File: config.mk
export PLATFORM = sky130hd
export DESIGN_NAME = mem_instr_data_arbiter_flat
export DESIGN_NICKNAME = d
export VERILOG_FILES = /design/src/rtl/mem_instr_data_arbiter_if.sv /design/src/rtl/mem_instr_data_arbiter.sv /design/src/flat_wrapper.sv
export SDC_FILE = /design/constraint.sdc
export NUM_CORES = 1
export LEC_CHECK = 0
export BUFFER_PORTS_ARGS = -buffer_cell sky130_fd_sc_hd__buf_2
export CORE_AREA = 2 2 109 111
export DETAILED_ROUTE_END_ITERATION = 16
export DIE_AREA = 0 0 111 113
export PLACE_DENSITY_LB_ADDON = 0.25
export SYNTH_ARGS = -nofsm -noshare
export SYNTH_HDL_FRONTEND = slang
export SYNTH_SLANG_ARGS = --single-unit
File: constraint.sdc
create_clock -name clk_i -period 4.25 [get_ports clk_i]
set_input_delay 0.425 -clock clk_i [delete_from_list [all_inputs] [get_ports clk_i]]
set_output_delay 0.425 -clock clk_i [all_outputs]
set_load 0.03 [all_outputs]
File: src/rtl/mem_instr_data_arbiter_if.sv
// Bundle of the instruction port, the data port and the shared memory port around the arbiter.
// The slave modport is the arbiter's view. The master modport is the view of the core and the memory around it.
interface mem_instr_data_arbiter_if #(
  parameter int ADDR_WIDTH      = 32,
  parameter int DATA_WIDTH      = 32,
  parameter int MAX_OUTSTANDING = 2
);
  localparam int BE_WIDTH  = DATA_WIDTH / 8;
  localparam int CNT_WIDTH = $clog2(MAX_OUTSTANDING + 1);

  logic                  instr_req_i;
  logic                  instr_gnt_o;
  logic                  instr_valid_o;
  logic [ADDR_WIDTH-1:0] instr_addr_i;
  logic [DATA_WIDTH-1:0] instr_rdata_o;
  logic                  instr_error_o;

  logic                  data_req_i;
  logic                  data_gnt_o;
  logic                  data_valid_o;
  logic [ADDR_WIDTH-1:0] data_addr_i;
  logic [DATA_WIDTH-1:0] data_wdata_i;
  logic [BE_WIDTH-1:0]   data_be_i;
  logic                  data_we_i;
  logic [DATA_WIDTH-1:0] data_rdata_o;
  logic                  data_error_o;

  logic                  mem_req_o;
  logic                  mem_gnt_i;
  logic                  mem_valid_i;
  logic [ADDR_WIDTH-1:0] mem_addr_o;
  logic [DATA_WIDTH-1:0] mem_wdata_o;
  logic [BE_WIDTH-1:0]   mem_be_o;
  logic                  mem_we_o;
  logic [DATA_WIDTH-1:0] mem_rdata_i;
  logic                  mem_error_i;

  logic [CNT_WIDTH-1:0]  outstanding_o;
  logic                  protocol_err_o;

  modport slave (
    input  instr_req_i, instr_addr_i,
    input  data_req_i, data_addr_i, data_wdata_i, data_be_i, data_we_i,
    input  mem_gnt_i, mem_valid_i, mem_rdata_i, mem_error_i,
    output instr_gnt_o, instr_valid_o, instr_rdata_o, instr_error_o,
    output data_gnt_o, data_valid_o, data_rdata_o, data_error_o,
    output mem_req_o, mem_addr_o, mem_wdata_o, mem_be_o, mem_we_o,
    output outstanding_o, protocol_err_o
  );

  modport master (
    output instr_req_i, instr_addr_i,
    output data_req_i, data_addr_i, data_wdata_i, data_be_i, data_we_i,
    output mem_gnt_i, mem_valid_i, mem_rdata_i, mem_error_i,
    input  instr_gnt_o, instr_valid_o, instr_rdata_o, instr_error_o,
    input  data_gnt_o, data_valid_o, data_rdata_o, data_error_o,
    input  mem_req_o, mem_addr_o, mem_wdata_o, mem_be_o, mem_we_o,
    input  outstanding_o, protocol_err_o
  );
endinterface

File: src/rtl/mem_instr_data_arbiter.sv
// Shares one req/gnt/valid memory port between the instruction and data ports of a core.
// Responses are in order and are steered back to the issuer by an ID FIFO of granted ports.
module mem_instr_data_arbiter #(
  parameter int ADDR_WIDTH      = 32,
  parameter int DATA_WIDTH      = 32,
  parameter int MAX_OUTSTANDING = 2,
  parameter bit DATA_PRIORITY   = 1'b0
) (
  input logic                     clk_i,
  input logic                     rst_ni,
  mem_instr_data_arbiter_if.slave bus
);
  localparam int BE_WIDTH  = DATA_WIDTH / 8;
  localparam int CNT_WIDTH = $clog2(MAX_OUTSTANDING + 1);
  localparam int PTR_WIDTH = (MAX_OUTSTANDING > 1) ? $clog2(MAX_OUTSTANDING) : 1;

  typedef enum logic {PORT_INSTR = 1'b0, PORT_DATA = 1'b1} port_e;

  logic                 lock_q;
  port_e                sel_q, last_q, arb_sel, sel;
  port_e                fifo_q [MAX_OUTSTANDING];
  logic [PTR_WIDTH-1:0] wr_ptr_q, rd_ptr_q;
  logic [CNT_WIDTH-1:0] cnt_q;
  logic                 perr_q;
  logic                 full, empty, mem_req, push, pop;

  // Pointers wrap explicitly so depths that are not a power of two also work.
  function automatic logic [PTR_WIDTH-1:0] ptr_inc(input logic [PTR_WIDTH-1:0] p);
    return (p == PTR_WIDTH'(MAX_OUTSTANDING - 1)) ? '0 : p + PTR_WIDTH'(1);
  endfunction

  // NOTE: every signal written in always_comb gets a default first, so no latch is inferred.
  always_comb begin
    arb_sel = PORT_INSTR;
    if (bus.instr_req_i && bus.data_req_i) begin
      if (DATA_PRIORITY || last_q == PORT_INSTR) arb_sel = PORT_DATA;
    end else if (bus.data_req_i) begin
      arb_sel = PORT_DATA;
    end
  end

  // A request that is already presented keeps its owner until the slave grants it.
  assign sel     = lock_q ? sel_q : arb_sel;
  assign full    = (cnt_q == CNT_WIDTH'(MAX_OUTSTANDING));
  assign empty   = (cnt_q == '0);
  assign mem_req = rst_ni && (bus.instr_req_i || bus.data_req_i) && !full;
  assign push    = mem_req && bus.mem_gnt_i;
  assign pop     = rst_ni && bus.mem_valid_i && !empty;

  assign bus.mem_req_o   = mem_req;
  assign bus.mem_addr_o  = !mem_req ? '0 :
                           (sel == PORT_DATA) ? bus.data_addr_i : bus.instr_addr_i;
  assign bus.mem_wdata_o = (mem_req && sel == PORT_DATA) ? bus.data_wdata_i : '0;
  assign bus.mem_be_o    = !mem_req ? '0 :
                           (sel == PORT_DATA) ? bus.data_be_i : {BE_WIDTH{1'b1}};
  assign bus.mem_we_o    = mem_req && sel == PORT_DATA && bus.data_we_i;
  assign bus.instr_gnt_o = push && sel == PORT_INSTR;
  assign bus.data_gnt_o  = push && sel == PORT_DATA;

  assign bus.instr_valid_o  = pop && fifo_q[rd_ptr_q] == PORT_INSTR;
  assign bus.data_valid_o   = pop && fifo_q[rd_ptr_q] == PORT_DATA;
  assign bus.instr_rdata_o  = bus.mem_rdata_i;
  assign bus.data_rdata_o   = bus.mem_rdata_i;
  assign bus.instr_error_o  = bus.mem_error_i;
  assign bus.data_error_o   = bus.mem_error_i;
  assign bus.outstanding_o  = cnt_q;
  assign bus.protocol_err_o = perr_q;

  // NOTE: sequential state uses non-blocking assignments, so every block reads pre-edge values.
  always_ff @(posedge clk_i) begin
    if (!rst_ni) begin
      lock_q   <= 1'b0;
      sel_q    <= PORT_INSTR;
      last_q   <= PORT_DATA;
      wr_ptr_q <= '0;
      rd_ptr_q <= '0;
      cnt_q    <= '0;
      perr_q   <= 1'b0;
    end else begin
      if (push) begin
        lock_q <= 1'b0;
        last_q <= sel;
      end else if (mem_req) begin
        lock_q <= 1'b1;
        sel_q  <= sel;
      end
      if (push) wr_ptr_q <= ptr_inc(wr_ptr_q);
      if (pop)  rd_ptr_q <= ptr_inc(rd_ptr_q);
      case ({push, pop})
        2'b10:   cnt_q <= cnt_q + CNT_WIDTH'(1);
        2'b01:   cnt_q <= cnt_q - CNT_WIDTH'(1);
        default: cnt_q <= cnt_q;
      endcase
      if (bus.mem_valid_i && empty) perr_q <= 1'b1;
    end
  end

  // NOTE: the ID storage has no reset. The pointers and the count define which entries are live.
  always_ff @(posedge clk_i) begin
    if (push) fifo_q[wr_ptr_q] <= sel;
  end
endmodule
File: src/flat_wrapper.sv
// flat-port wrapper written by rule: the top's interface ports become plain ports
module mem_instr_data_arbiter_flat 
#(
  parameter int ADDR_WIDTH      = 32,
  parameter int DATA_WIDTH      = 32,
  parameter int MAX_OUTSTANDING = 2,
  parameter bit DATA_PRIORITY   = 1'b0
)
  (clk_i, rst_ni, bus_instr_req_i, bus_instr_addr_i, bus_data_req_i, bus_data_addr_i, bus_data_wdata_i, bus_data_be_i, bus_data_we_i, bus_mem_gnt_i, bus_mem_valid_i, bus_mem_rdata_i, bus_mem_error_i, bus_instr_gnt_o, bus_instr_valid_o, bus_instr_rdata_o, bus_instr_error_o, bus_data_gnt_o, bus_data_valid_o, bus_data_rdata_o, bus_data_error_o, bus_mem_req_o, bus_mem_addr_o, bus_mem_wdata_o, bus_mem_be_o, bus_mem_we_o, bus_outstanding_o, bus_protocol_err_o);
  mem_instr_data_arbiter_if #(.ADDR_WIDTH(ADDR_WIDTH), .DATA_WIDTH(DATA_WIDTH), .MAX_OUTSTANDING(MAX_OUTSTANDING)) bus_i ();
  input logic clk_i;
  input logic rst_ni;
  input wire logic [$bits(bus_i.instr_req_i)-1:0] bus_instr_req_i;
  input wire logic [$bits(bus_i.instr_addr_i)-1:0] bus_instr_addr_i;
  input wire logic [$bits(bus_i.data_req_i)-1:0] bus_data_req_i;
  input wire logic [$bits(bus_i.data_addr_i)-1:0] bus_data_addr_i;
  input wire logic [$bits(bus_i.data_wdata_i)-1:0] bus_data_wdata_i;
  input wire logic [$bits(bus_i.data_be_i)-1:0] bus_data_be_i;
  input wire logic [$bits(bus_i.data_we_i)-1:0] bus_data_we_i;
  input wire logic [$bits(bus_i.mem_gnt_i)-1:0] bus_mem_gnt_i;
  input wire logic [$bits(bus_i.mem_valid_i)-1:0] bus_mem_valid_i;
  input wire logic [$bits(bus_i.mem_rdata_i)-1:0] bus_mem_rdata_i;
  input wire logic [$bits(bus_i.mem_error_i)-1:0] bus_mem_error_i;
  output wire logic [$bits(bus_i.instr_gnt_o)-1:0] bus_instr_gnt_o;
  output wire logic [$bits(bus_i.instr_valid_o)-1:0] bus_instr_valid_o;
  output wire logic [$bits(bus_i.instr_rdata_o)-1:0] bus_instr_rdata_o;
  output wire logic [$bits(bus_i.instr_error_o)-1:0] bus_instr_error_o;
  output wire logic [$bits(bus_i.data_gnt_o)-1:0] bus_data_gnt_o;
  output wire logic [$bits(bus_i.data_valid_o)-1:0] bus_data_valid_o;
  output wire logic [$bits(bus_i.data_rdata_o)-1:0] bus_data_rdata_o;
  output wire logic [$bits(bus_i.data_error_o)-1:0] bus_data_error_o;
  output wire logic [$bits(bus_i.mem_req_o)-1:0] bus_mem_req_o;
  output wire logic [$bits(bus_i.mem_addr_o)-1:0] bus_mem_addr_o;
  output wire logic [$bits(bus_i.mem_wdata_o)-1:0] bus_mem_wdata_o;
  output wire logic [$bits(bus_i.mem_be_o)-1:0] bus_mem_be_o;
  output wire logic [$bits(bus_i.mem_we_o)-1:0] bus_mem_we_o;
  output wire logic [$bits(bus_i.outstanding_o)-1:0] bus_outstanding_o;
  output wire logic [$bits(bus_i.protocol_err_o)-1:0] bus_protocol_err_o;
  assign bus_i.instr_req_i = bus_instr_req_i;
  assign bus_i.instr_addr_i = bus_instr_addr_i;
  assign bus_i.data_req_i = bus_data_req_i;
  assign bus_i.data_addr_i = bus_data_addr_i;
  assign bus_i.data_wdata_i = bus_data_wdata_i;
  assign bus_i.data_be_i = bus_data_be_i;
  assign bus_i.data_we_i = bus_data_we_i;
  assign bus_i.mem_gnt_i = bus_mem_gnt_i;
  assign bus_i.mem_valid_i = bus_mem_valid_i;
  assign bus_i.mem_rdata_i = bus_mem_rdata_i;
  assign bus_i.mem_error_i = bus_mem_error_i;
  assign bus_instr_gnt_o = bus_i.instr_gnt_o;
  assign bus_instr_valid_o = bus_i.instr_valid_o;
  assign bus_instr_rdata_o = bus_i.instr_rdata_o;
  assign bus_instr_error_o = bus_i.instr_error_o;
  assign bus_data_gnt_o = bus_i.data_gnt_o;
  assign bus_data_valid_o = bus_i.data_valid_o;
  assign bus_data_rdata_o = bus_i.data_rdata_o;
  assign bus_data_error_o = bus_i.data_error_o;
  assign bus_mem_req_o = bus_i.mem_req_o;
  assign bus_mem_addr_o = bus_i.mem_addr_o;
  assign bus_mem_wdata_o = bus_i.mem_wdata_o;
  assign bus_mem_be_o = bus_i.mem_be_o;
  assign bus_mem_we_o = bus_i.mem_we_o;
  assign bus_outstanding_o = bus_i.outstanding_o;
  assign bus_protocol_err_o = bus_i.protocol_err_o;
  mem_instr_data_arbiter #(.ADDR_WIDTH(ADDR_WIDTH), .DATA_WIDTH(DATA_WIDTH), .MAX_OUTSTANDING(MAX_OUTSTANDING), .DATA_PRIORITY(DATA_PRIORITY)) u_core (.clk_i(clk_i), .rst_ni(rst_ni), .bus(bus_i));
endmodule
* After elaboration in Yosys (flattened, before gate mapping) *
Memory sizes are Yosys's and may differ from the RTL's. A register that Yosys moved wholly into a read port is not among the register bits.
Cells that the tools add are included.

word-level totals
  register bits after elaboration = 8
  memory bits (writable) = 2
  logic and storage cells = 55
  memories = 1

memories
  name           words  width  rd ports  clocked after Yosys merged registers in  wr ports  line                          text
  u_core.fifo_q  2      1      1         1                                        1         mem_instr_data_arbiter.sv:21  port_e fifo_q [MAX_OUTSTANDING];

cells by class
  $add $sub $neg = 4
  equal/unequal tests = 3
  muxes and demuxes = 16
  bitwise operators = 4
  reductions and logical operators = 20

operators by type and width
  cell                   number
  $mux W32               3
  $logic_and A1 B1 Y1    13
  $mux W1                10
  $mux W4                2
  $eq A2 B2 Y1 const B   2
  $not A1 Y1             4
  $pmux W2 S2            1
  $add A1 B1 Y1 const B  2
  $add A2 B1 Y2 const B  1
  $eq A2 B1 Y1 const B   1
  $logic_not A1 Y1       2
  $logic_not A2 Y1       1
  $reduce_and A2 Y1      1
  $reduce_bool A2 Y1     1
  $reduce_or A2 Y1       1
  $sub A2 B1 Y2 const B  1
  $logic_or A1 B1 Y1     1

* Longest topological paths before layout *
Gate-level depths: netlist of run 1.

  depth in word-level cells = 6
  depth in mapped cells = 7
  depth with buffers taken out = 6

* Least setup slack after synthesis of run 1 *
No wires, ideal clock.

  kind = register to output
  start = register u_core.cnt_q[0], in the netlist u_core.bus.outstanding_o[0]
  end = output port bus_mem_be_o[0]
  arrival = 1649 ps
  setup slack = 2176 ps
  cell stages (with the launch flop) = 6
  buffers on the path = 2
  cells stage by stage = dfxtp_1 nand2b_2 o211ai_2 buf_4 buf_6 nor2_1

between the ends
  longest elaborated chain between the ends = 4

ends and longest elaborated chain
  what                    line                          text
  start, declared         mem_instr_data_arbiter.sv:23  logic [CNT_WIDTH-1:0] cnt_q;
  start signal, assigned  mem_instr_data_arbiter.sv:90  2'b10: cnt_q <= cnt_q + CNT_WIDTH'(1);
  start signal, assigned  mem_instr_data_arbiter.sv:91  2'b01: cnt_q <= cnt_q - CNT_WIDTH'(1);
  start signal, assigned  mem_instr_data_arbiter.sv:92  default: cnt_q <= cnt_q;
  $eq A2 B2 Y1            mem_instr_data_arbiter.sv:44  assign full = (cnt_q == CNT_WIDTH'(MAX_OUTSTANDING));
  $logic_not A1 Y1        mem_instr_data_arbiter.sv:46  assign mem_req = rst_ni && (bus.instr_req_i || bus.data_req_i) && !full;
  $logic_and A1 B1 Y1     mem_instr_data_arbiter.sv:46
  $mux W4                 mem_instr_data_arbiter.sv:54  assign bus.mem_be_o = !mem_req ? '0 :
  end, declared           flat_wrapper.sv:35            output wire logic [$bits(bus_i.mem_be_o)-1:0] bus_mem_be_o;

No other way between the ends.

* Final worst setup path of run 1 *
  start = register u_core.lock_q
  end = output port bus_mem_addr_o[9]

between the ends
  longest elaborated chain between the ends = 3

ends and longest elaborated chain
  what                    line                          text
  start, declared         mem_instr_data_arbiter.sv:19  logic lock_q;
  start signal, assigned  mem_instr_data_arbiter.sv:72  lock_q <= 1'b0;
  start signal, assigned  mem_instr_data_arbiter.sv:81  lock_q <= 1'b0;
  start signal, assigned  mem_instr_data_arbiter.sv:84  lock_q <= 1'b1;
  $mux W1                 mem_instr_data_arbiter.sv:43  assign sel = lock_q ? sel_q : arb_sel;
  $mux W32                mem_instr_data_arbiter.sv:52  (sel == PORT_DATA) ? bus.data_addr_i : bus.instr_addr_i;
  $mux W32                mem_instr_data_arbiter.sv:51  assign bus.mem_addr_o = !mem_req ? '0 :
  end, declared           flat_wrapper.sv:33            output wire logic [$bits(bus_i.mem_addr_o)-1:0] bus_mem_addr_o;

No other way between the ends.

==> run metrics, run 1 <==
DRT Pass-1 Iters=4; asr flop ratio synth=0; Routed WL per cell=11.6 um; post-CTS sizing=0; Tmin final=2.61 ns; root buf cell=clkbuf_16; GR Util met1=0.0953; fmax=383 MHz; GP Congestion=0.741; Max VDD drop=0.100 mV; Diodes inserted=0; Post-DRT Antenna Nets=0; Largest delay share family, worst path=buffers and inverters; io pins=283; Max-Cap Viols=0; vias per inst=3.91; hold_buf cts=0; crit end category=primary output; core footprint=0.0113 mm2; Syn Nets=414; leading area contributor after synthesis=buf_4; Seq cells post-synth=11; kind of critical path=register to primary output; fin. max-slew vios=0; synthesized area=0.00192 mm2; Slew headroom=0.287; DP Area=0.00239 mm2; largest fanout on the critical path=68; CTS clk-pin slew, worst paths=0.04 ns; CTS tree=yes; largest net degree at the start of global routing=69; Clock Sinks=11; most used routing layer=met2; top cell type's share of synthesized area=0.274; nets@finish=519; slowest cell on the critical path=inv_2; fin area=0.00247 mm2; die area=0.0125 mm2; first-pass GRT wire length=9150 um; arrival time at the worst endpoint=2.19 ns; Tcrit/Tclk final=0.615; final hold viol count=0; synthesized area per cell=7.04 um2; Routed WL=6010 um; Worst Path Required=3.83 ns; die width=111 um; M3 GR Usage=0.0107; yosys warns=0; # DRC=0; vias=2032; Clock Latency Late Sink=0.23 ns; Synth area leaders=buf_4 27%, a21oi_2 12%, nand2_1 11%; # setup viols final=0; Post-synth EDFFs=2; GRT Util Overall=0.0864; CTS Buf Count=3; dpl hpwl=4820 um; sequential-to-total area share from yosys stat=0.125; Core Rows=39; Syn Inst Count=273; status=completed; Post-synth top cells=70 x buf_4, 57 x nand2_1, 34 x and3_1, 26 x a21oi_2, 13 x nor2_1; setup TNS=0 ns; Buf+Inv Stages, Crit Path=2; RSZ-0062 raised after global routing=no; Die Y=113 um; PwrDens=237 mW/mm2; share of cells above drive strength 1=0.610; drt initial violations=40; CP max stage delay=0.73 ns; cells along the critical path=nor2b_2 > a22oi_4 > inv_2 > nand2_1 > a21oi_2 > buf_2; top-count cell post-synth=buf_4; Main synth FF type=dfxtp_1; HP Class=primary input to register; startpoint types=register; setup bufs post-CTS=0; Port-buffer cells=183; grt total ovfl=0; clock buffer depth=2; htree depth=1; Initial Util=0.170; Leak=1.48 nW; vias in the first global route=1888; met2 Use GR=0.171; distinct cell type count after synthesis=34; antenna violations before repair=0; Clock Skew=0.000811 ns; Area growth syn-to-layout=28.4%; Worst Tran Pin Value=1.07 ns
[report_power, final]
part / total, mW / switching (mW) / internal [mW]
combinational: 0.294 / 0.191 / 0.103
clock: 0.169 / 0.0433 / 0.126
sequential: 0.122 / 0.00721 / 0.115
[per-layer routing]
| metal | part of all wire | vias to the layer above |
|---|---|---|
| met3 | 0.082 | 23 |
| met5 | 0 | - |
| met1 | 0.37 | 866 |
| met4 | 0.024 | 0 |
| met2 | 0.53 | 112 |
| li1 | - | 1031 |
[registers in the layout (all words and copies together) (netlist names), named ones only]
| register | cells |
|---|---|
| u_core.wr_ptr_q | 1 |
| u_core.lock_q | 1 |
| u_core.bus.protocol_err_o | 1 |
| u_core.last_q | 1 |
| u_core.fifo_q | 2 |
| u_core.sel_q | 1 |
| u_core.rd_ptr_q | 1 |
| u_core.bus.outstanding_o | 2 |
[cells in the final DEF (no fill, tap or decap), drive strengths merged]
cell	netlist	routed
xnor2	3	3
nor2b	3	3
mux2i	1	1
o211ai	2	2
o21a	2	2
o21ai	4	4
and3	34	34
nand2	66	66
a21boi	1	1
dfxtp	9	9
a22oi	1	1
nor3	1	1
edfxtp	2	2
a21oi	35	35
inv	3	3
nor2	13	13
o211a	1	1
nand3	1	1
ha	1	1
buf	80	185
and2	3	3
or3	1	1
clkbuf	5	4
nand2b	1	1
[path summary, 6_finish.rpt]
| path | slack (ns) | start | cells after the start | endpoint |
|---|---|---|---|---|
| setup / recovery | 1.64 | u_core.lock_q | 6 | bus_mem_addr_o[9] |
| setup reg to reg | 2.50 | u_core.bus.outstanding_o[1] | 5 | u_core.bus.outstanding_o[1] |
| hold / removal | 0.43 | bus_mem_gnt_i | 2 | u_core.lock_q |
| hold reg to reg | 0.50 | u_core.bus.protocol_err_o | 2 | u_core.bus.protocol_err_o |
[final cells by class]
cell class | count | area (um2)
inverters | 3 | 11.3
multi-input cells | 174 | 1030
flip-flops and latches | 11 | 240
well taps | 143 | 179
repair buffers | 185 | 931
clock buffers | 4 | 78.8
fillers | 1276 | 8810
[per-stage QoR]
step / util / hold WS (ns) / setup WS (ns) / cells / power, mW
after floorplan: - / 0.462 / 2.18 / 273 / 0.448
after global placement: 0.212 / 0.467 / 1.70 / 516 / 0.420
after detailed placement: 0.212 / 0.492 / 1.63 / 516 / 0.422
after CTS: 0.219 / 0.431 / 1.59 / 520 / 0.595
after global routing: 0.219 / 0.453 / 1.40 / 520 / 0.625
final: 0.219 / 0.434 / 1.64 / 520 / 0.585
[kinds of logic (layout without fill, tap and decap cells)]
logic type      count (synthesis)  in the layout  synth area share
fa+ha+maj                       1              1           0.00651
mux                             1              1           0.00521
buf+inv                        88            192             0.345
compound gates                 46             46             0.191
simple gates                  123            123             0.313
flops                          11             11             0.125
xor+xnor                        3              3            0.0137
(Power assumes the default switching activity.)
==> inputs of run 2 (changes only) <==
--- a/config.mk
+++ b/config.mk
@@ -5,10 +5,11 @@
 export SDC_FILE = /design/constraint.sdc
 export NUM_CORES = 1
 export LEC_CHECK = 0
+export ABC_AREA = 1
 export BUFFER_PORTS_ARGS = -buffer_cell sky130_fd_sc_hd__buf_2
-export CORE_AREA = 2 2 109 111
+export CORE_AREA = 2 2 110 112
 export DETAILED_ROUTE_END_ITERATION = 16
-export DIE_AREA = 0 0 111 113
+export DIE_AREA = 0 0 112 114
 export PLACE_DENSITY_LB_ADDON = 0.25
 export SYNTH_ARGS = -nofsm -noshare
 export SYNTH_HDL_FRONTEND = slang
==> constraint.sdc (replaced) <==
create_clock -name clk_i -period 2.43 [get_ports clk_i]
set_input_delay 0.243 -clock clk_i [delete_from_list [all_inputs] [get_ports clk_i]]
set_output_delay 0.243 -clock clk_i [all_outputs]
set_load 0.03 [all_outputs]
==> run metrics, run 2 <==
status=completed; vias in the first global route=1857 (-1.6%); Hold Crit Endpoint=u_core.bus.protocol_err_o; largest fanout on the critical path=35 (-49%); Diodes inserted=0 (unchanged); synthesized area per cell=5.84 um2 (-17%); Post-synth top cells=88 x nor2_1, 69 x buf_4, 45 x inv_1, 30 x nor2_2, 25 x o21ai_0; Max VDD drop=0.205 mV (+100%); Max-Cap Viols=0 (unchanged); sequential-to-total area share from yosys stat=0.127 (+0.00224); wire length on met1=2580 um (+17%); fin. max-slew vios=0 (unchanged); synthesized area=0.00189 mm2 (-1.8%); Worst Tran Pin Value=0.526 ns (-0.544 ns); post-CTS sizing=0 (unchanged); most frequent cells in the layout=183 x buf_2, 88 x nor2_1, 45 x inv_1; Reg2Reg Capture Point=u_core.bus.outstanding_o[1]; Clock Latency Late Sink=0.24 ns (about the same); CP max stage delay=0.40 ns (-0.33 ns); Hold Crit Depth=3 (+1); Worst Path Required=2.19 ns (-1.64 ns); share of cells above drive strength 1=0.522 (-0.0881); Seq cells post-synth=11 (unchanged); RSZ-0062 raised after global routing=no; Leak=1.60 nW (+7.9%); Main synth FF type=dfxtp_1; Worst path most repeated cell=nand2_2; top-count cell post-synth=nor2_1; startpoint types=register; Tcrit/Tclk final=0.876; final hold viol count=0 (unchanged); commonest non-fill, non-tap cell in the layout=buf_2; CTS tree=yes; antenna violations before repair=0 (unchanged); hold_buf cts=0 (unchanged); vias=2154 (+6.0%); Routed WL=6420 um (+6.7%); min-delay src=bus_mem_valid_i; Met2 Routed Length=3010 um (-5.2%); drt initial violations=62 (+55%); storage element area=240 um2 (unchanged); slowest cell on the critical path=dfxtp_1; die area=0.0128 mm2 (+1.8%); multi-input combinational cell area=875 um2 (-15%); Post-DRT Antenna Nets=0 (unchanged); Area growth syn-to-layout=32.2%; Syn Nets=464 (+12%); root buf cell=clkbuf_16; yosys warns=0 (unchanged); top cell type's share of synthesized area=0.275 (+0.000920); setup TNS=0 ns (unchanged); crit end category=primary output; start of the worst register-to-register path=u_core.bus.outstanding_o[0]; clock buffer depth=2 (unchanged); vias per inst=3.71 (-5.0%); met3 WL post-DR=805 um (+64%); DRT Pass-1 Iters=4 (unchanged); core footprint=0.0117 mm2 (+3.9%); Routed WL per cell=11.1 um (-4.3%); Synth area leaders=buf_4 27%, nor2_1 18%, nor2_2 9.9%; cells along the critical path=inv_2 > nand2_2 > nand2_2 > nor2_8 > buf_4 > o21ai_0 > nor2_1 > buf_2; fmax=470 MHz; R2R depth=11 (+6); post-layout util=0.213 (-0.00585); CTS Buf Count=3 (unchanged); grt total ovfl=0 (unchanged); Port-buffer cells=183 (unchanged); # setup viols final=0 (unchanged); asr flop ratio synth=0 (unchanged); Core Rows=40 (+2.6%); fillers=1392 (+9.1%); leading area contributor after synthesis=buf_4; kind of critical path=register to primary output; nets@finish=575 (+11%); Non-Filler Instances=580 (+12%); Slew headroom=0.650 (+0.363); register-to-register setup slack=0.70 ns (-1.80 ns); Tmin final=2.13 ns; die width=112 um (+0.90%); highest metal used=met4; distinct cell type count after synthesis=21 (-38%); first-pass GRT wire length=9330 um (+2.0%); dpl hpwl=5350 um (+11%); Die Y=114 um (+0.88%); GP Congestion=0.751 (+1.3%); Initial Util=0.161 (-0.00927); GRT Util Overall=0.0876 (+0.00124); # DRC=0 (unchanged); HP Class=primary input to register; htree depth=1 (unchanged); setup bufs post-CTS=0 (unchanged); io pins=283 (unchanged); arrival time at the worst endpoint=1.89 ns (-0.30 ns); total power=1.04 mW (+77%); largest net degree at the start of global routing=37 (-46%); Syn Inst Count=323 (+18%); PwrDens=415 mW/mm2 (+75%); Post-synth EDFFs=2 (unchanged); CTS clk-pin slew, worst paths=0.04 ns (about the same); Clock Sinks=11 (unchanged); WHS=0.255 ns (-0.179 ns); Clock Skew=0.00142 ns (+0.000610 ns); Post-Place Cells=576 (+12%)
[run 2: cell count changes after synthesis, moves of 26 or more]
| cell | change |
|---|---|
| nand2_1 | -44 |
| nor2_2 | +30 |
| and3_1 | -34 |
| inv_1 | +44 |
| a21oi_2 | -26 |
| nor2_1 | +75 |
[run 2: report_power, final]
group	leakage (nW)	total [mW]	internal (mW)	switching [mW]
Clock	0.0409	0.301	0.218	0.0828
Sequential	0.0926	0.209	0.200	0.00898
Combinational	1.47	0.526	0.171	0.355
Total	1.60	1.04	0.589	0.447
[run 2: layout make-up]
type | count | area share
repair buffers | 186 | 0.376
multi-input cells | 185 | 0.351
flip-flops and latches | 11 | 0.0963
well taps | 147 | 0.0738
inverters | 47 | 0.0707
clock buffers | 3 | 0.0301
clock inverters | 1 | 0.00201
[run 2: worst max-delay path by stage]
stage / start / to / slack (ns) / cells after the start
2_1_floorplan: u_core.bus.outstanding_o[0] / u_core.bus.outstanding_o[1] / 0.52 / 11
3_3_place_gp: u_core.bus.outstanding_o[0] / bus_mem_addr_o[0] / 0.60 / 8
3_5_place_dp: u_core.bus.outstanding_o[0] / bus_mem_addr_o[0] / 0.55 / 8
4_1_cts: u_core.bus.outstanding_o[0] / bus_mem_addr_o[0] / 0.25 / 8
5_1_grt: u_core.bus.outstanding_o[0] / bus_mem_addr_o[0] / 0.14 / 8
6_report: u_core.bus.outstanding_o[0] / bus_mem_addr_o[0] / 0.30 / 8
[run 2: kinds of logic after synthesis]
group	count (synthesis)	share of synthesized area
simple gates	141	0.340
fa+ha+maj	1	0.00663
buf+inv	127	0.409
flops	11	0.127
compound gates	43	0.117
[run 2: worst max-delay path: cells and delay by family, from the launching register on]
kind	cells	cell delay, ns
buffers and inverters	3	0.62
and+or+nand+nor	4	0.45
DFF	1	0.40
AOI/OAI and AO/OA	1	0.17
[run 2: per-layer routing]
layer / global-route usage / vias up
met5: 0 / -
met4: 0.0146 / 0
met3: 0.0303 / 4
met2: 0.147 / 146
met1: 0.111 / 888
li1: - / 1116
[run 2: metrics by stage]
stage               setup WS, ns  instance area, um2
CTS                        0.254                2490
detailed placement         0.551                2410
floorplan                  0.519                1890
global placement           0.596                2410
finish                     0.302                2490
global route               0.137                2490
==> inputs of run 3 (changes only) <==
--- a/config.mk
+++ b/config.mk
@@ -10,7 +10,9 @@
 export CORE_AREA = 2 2 110 112
 export DETAILED_ROUTE_END_ITERATION = 16
 export DIE_AREA = 0 0 112 114
+export GPL_TIMING_DRIVEN = 0
 export PLACE_DENSITY_LB_ADDON = 0.25
+export REMOVE_ABC_BUFFERS = 1
 export SYNTH_ARGS = -nofsm -noshare
 export SYNTH_HDL_FRONTEND = slang
 export SYNTH_SLANG_ARGS = --single-unit
==> run metrics, run 3 (synthesis results as in run 2) <==
R2R depth=11 (unchanged); WHS=0.250 ns (-0.00478 ns); Worst Path Required=2.19 ns (about the same); Diodes inserted=0 (unchanged); Max-Cap Viols=0 (unchanged); Tmin final=2.17 ns (+0.0445 ns); vias per inst=3.96 (+6.5%); register-to-register setup slack=0.31 ns (-0.39 ns); Die Y=114 um (unchanged); post-layout util=0.214 (+0.00150); Clock Latency Late Sink=0.24 ns (about the same); grt total ovfl=0 (unchanged); setup bufs post-CTS=0 (unchanged); crit end category=primary output; # setup viols final=0 (unchanged); Leak=1.58 nW (-1.1%); CTS clk-pin slew, worst paths=0.04 ns (about the same); Routed WL=9460 um (+47%); Slew headroom=0.480 (-0.170); Clock Sinks=11 (unchanged); commonest non-fill, non-tap cell in the layout=buf_2; fin. max-slew vios=0 (unchanged); PwrDens=416 mW/mm2 (+0.26%); Port-buffer cells=183 (unchanged); # DRC=0 (unchanged); vias in the first global route=2072 (+12%); CTS tree=yes; largest fanout on the critical path=33 (-5.7%); kind of critical path=register to primary output; die area=0.0128 mm2 (unchanged); start of the worst register-to-register path=u_core.bus.outstanding_o[0]; GRT Util Overall=0.132 (+0.0442); drt initial violations=54 (-13%); arrival time at the worst endpoint=1.93 ns (+0.04 ns); status=completed; Initial Util=0.161 (unchanged); root buf cell=clkbuf_16; final hold viol count=0 (unchanged); DP Area=0.00239 mm2 (-0.93%); dpl hpwl=7870 um (+47%); hold_buf cts=0 (unchanged); worst setup margin=0.257 ns (-0.0445 ns); Post-DRT Antenna Nets=0 (unchanged); pre-CTS setup slack=-1.34 ns (-1.89 ns); nets@finish=573 (-0.35%); fmax=460 MHz (-2.0%); clock buffer depth=2 (unchanged); GP Congestion=0.812 (+8.1%); DRT Pass-1 Iters=6 (+2); crit path capture=bus_mem_wdata_o[23]; Core Rows=40 (unchanged); startpoint types=register; fin area=0.00251 mm2 (+0.70%); share of cells above drive strength 1=0.522 (about the same); Worst Tran Pin Value=0.777 ns (+0.252 ns); RSZ-0062 raised after global routing=no; die width=112 um (unchanged); vias=2287 (+6.2%); antenna violations before repair=0 (unchanged); Area growth syn-to-layout=33.1%; Routed WL per cell=16.4 um (+48%); Reg2Reg Capture Point=u_core.bus.outstanding_o[1]; Worst setup startpoint=u_core.bus.outstanding_o[0]; core footprint=0.0117 mm2 (unchanged); first-pass GRT wire length=12500 um (+34%); Max VDD drop=0.466 mV (+130%); most frequent cells in the layout=183 x buf_2, 88 x nor2_1, 45 x inv_1; Clock Skew=0.00174 ns (+0.000323 ns); Tcrit/Tclk final=0.894 (+0.0183); largest net degree at the start of global routing=40 (+8.1%); htree depth=1 (unchanged); CTS Buf Count=3 (unchanged); HP Class=primary input to register; io pins=283 (unchanged)
-- run 3: how the worst min path moves through the flow --
stage / from / to / cells past startpoint
4_1_cts: bus_mem_valid_i / u_core.bus.protocol_err_o / 3
6_report: bus_mem_valid_i / u_core.bus.protocol_err_o / 3
3_5_place_dp: u_core.rd_ptr_q / u_core.rd_ptr_q / 1
2_1_floorplan: rst_ni / u_core.last_q / 1
3_3_place_gp: u_core.rd_ptr_q / u_core.rd_ptr_q / 1
5_1_grt: bus_mem_valid_i / u_core.bus.protocol_err_o / 3
-- run 3: area by class of cell --
type,instances,area (um2)
fill,1390,9200
timing repair buffer,183,916
multi-input combinational,186,911
sequential,11,240
tap,147,184
inverter,47,181
clock buffer,4,78.8
-- run 3: through the flow --
| step | setup TNS [ns] | std cells | total power, mW |
|---|---|---|---|
| after floorplan | -0.172 | 243 | 0.533 |
| after global placement | -57.66 | 573 | 0.737 |
| after detailed placement | -56.85 | 573 | 0.739 |
| after CTS | 0 | 577 | 1.05 |
| after global routing | 0 | 578 | 1.12 |
| final | 0 | 578 | 1.05 |
-- run 3: timing repair --
action	CTS	global route
resized for setup	4	2
pin swaps	0	1
endpoints found under the setup margin	70	33
cloned	0	1
-- run 3: power by group --
part / internal [mW] / switching, mW
Combinational: 0.170 / 0.364
Sequential: 0.200 / 0.00858
Clock: 0.221 / 0.0829
Total: 0.590 / 0.456
-- run 3: critical path: stages, from the launching register on --
cell	delay, ns
dfxtp_1	0.39
inv_2	0.07
nand2_2	0.08
nand2_2	0.15
nor2_8	0.35
nand2_8	0.26
nor2_2	0.15
buf_2	0.22
-- run 3: layer usage --
| metal | wire length [um] | share of wire | global-route usage | up-vias |
|---|---|---|---|---|
| li1 | - | - | - | 1115 |
| met1 | 3210 | 0.34 | 0.130 | 963 |
| met2 | 4060 | 0.43 | 0.198 | 197 |
| met5 | 62 | 0.0066 | 0.0549 | - |
| met4 | 76 | 0.0080 | 0.0228 | 2 |
| met3 | 2050 | 0.22 | 0.131 | 10 |
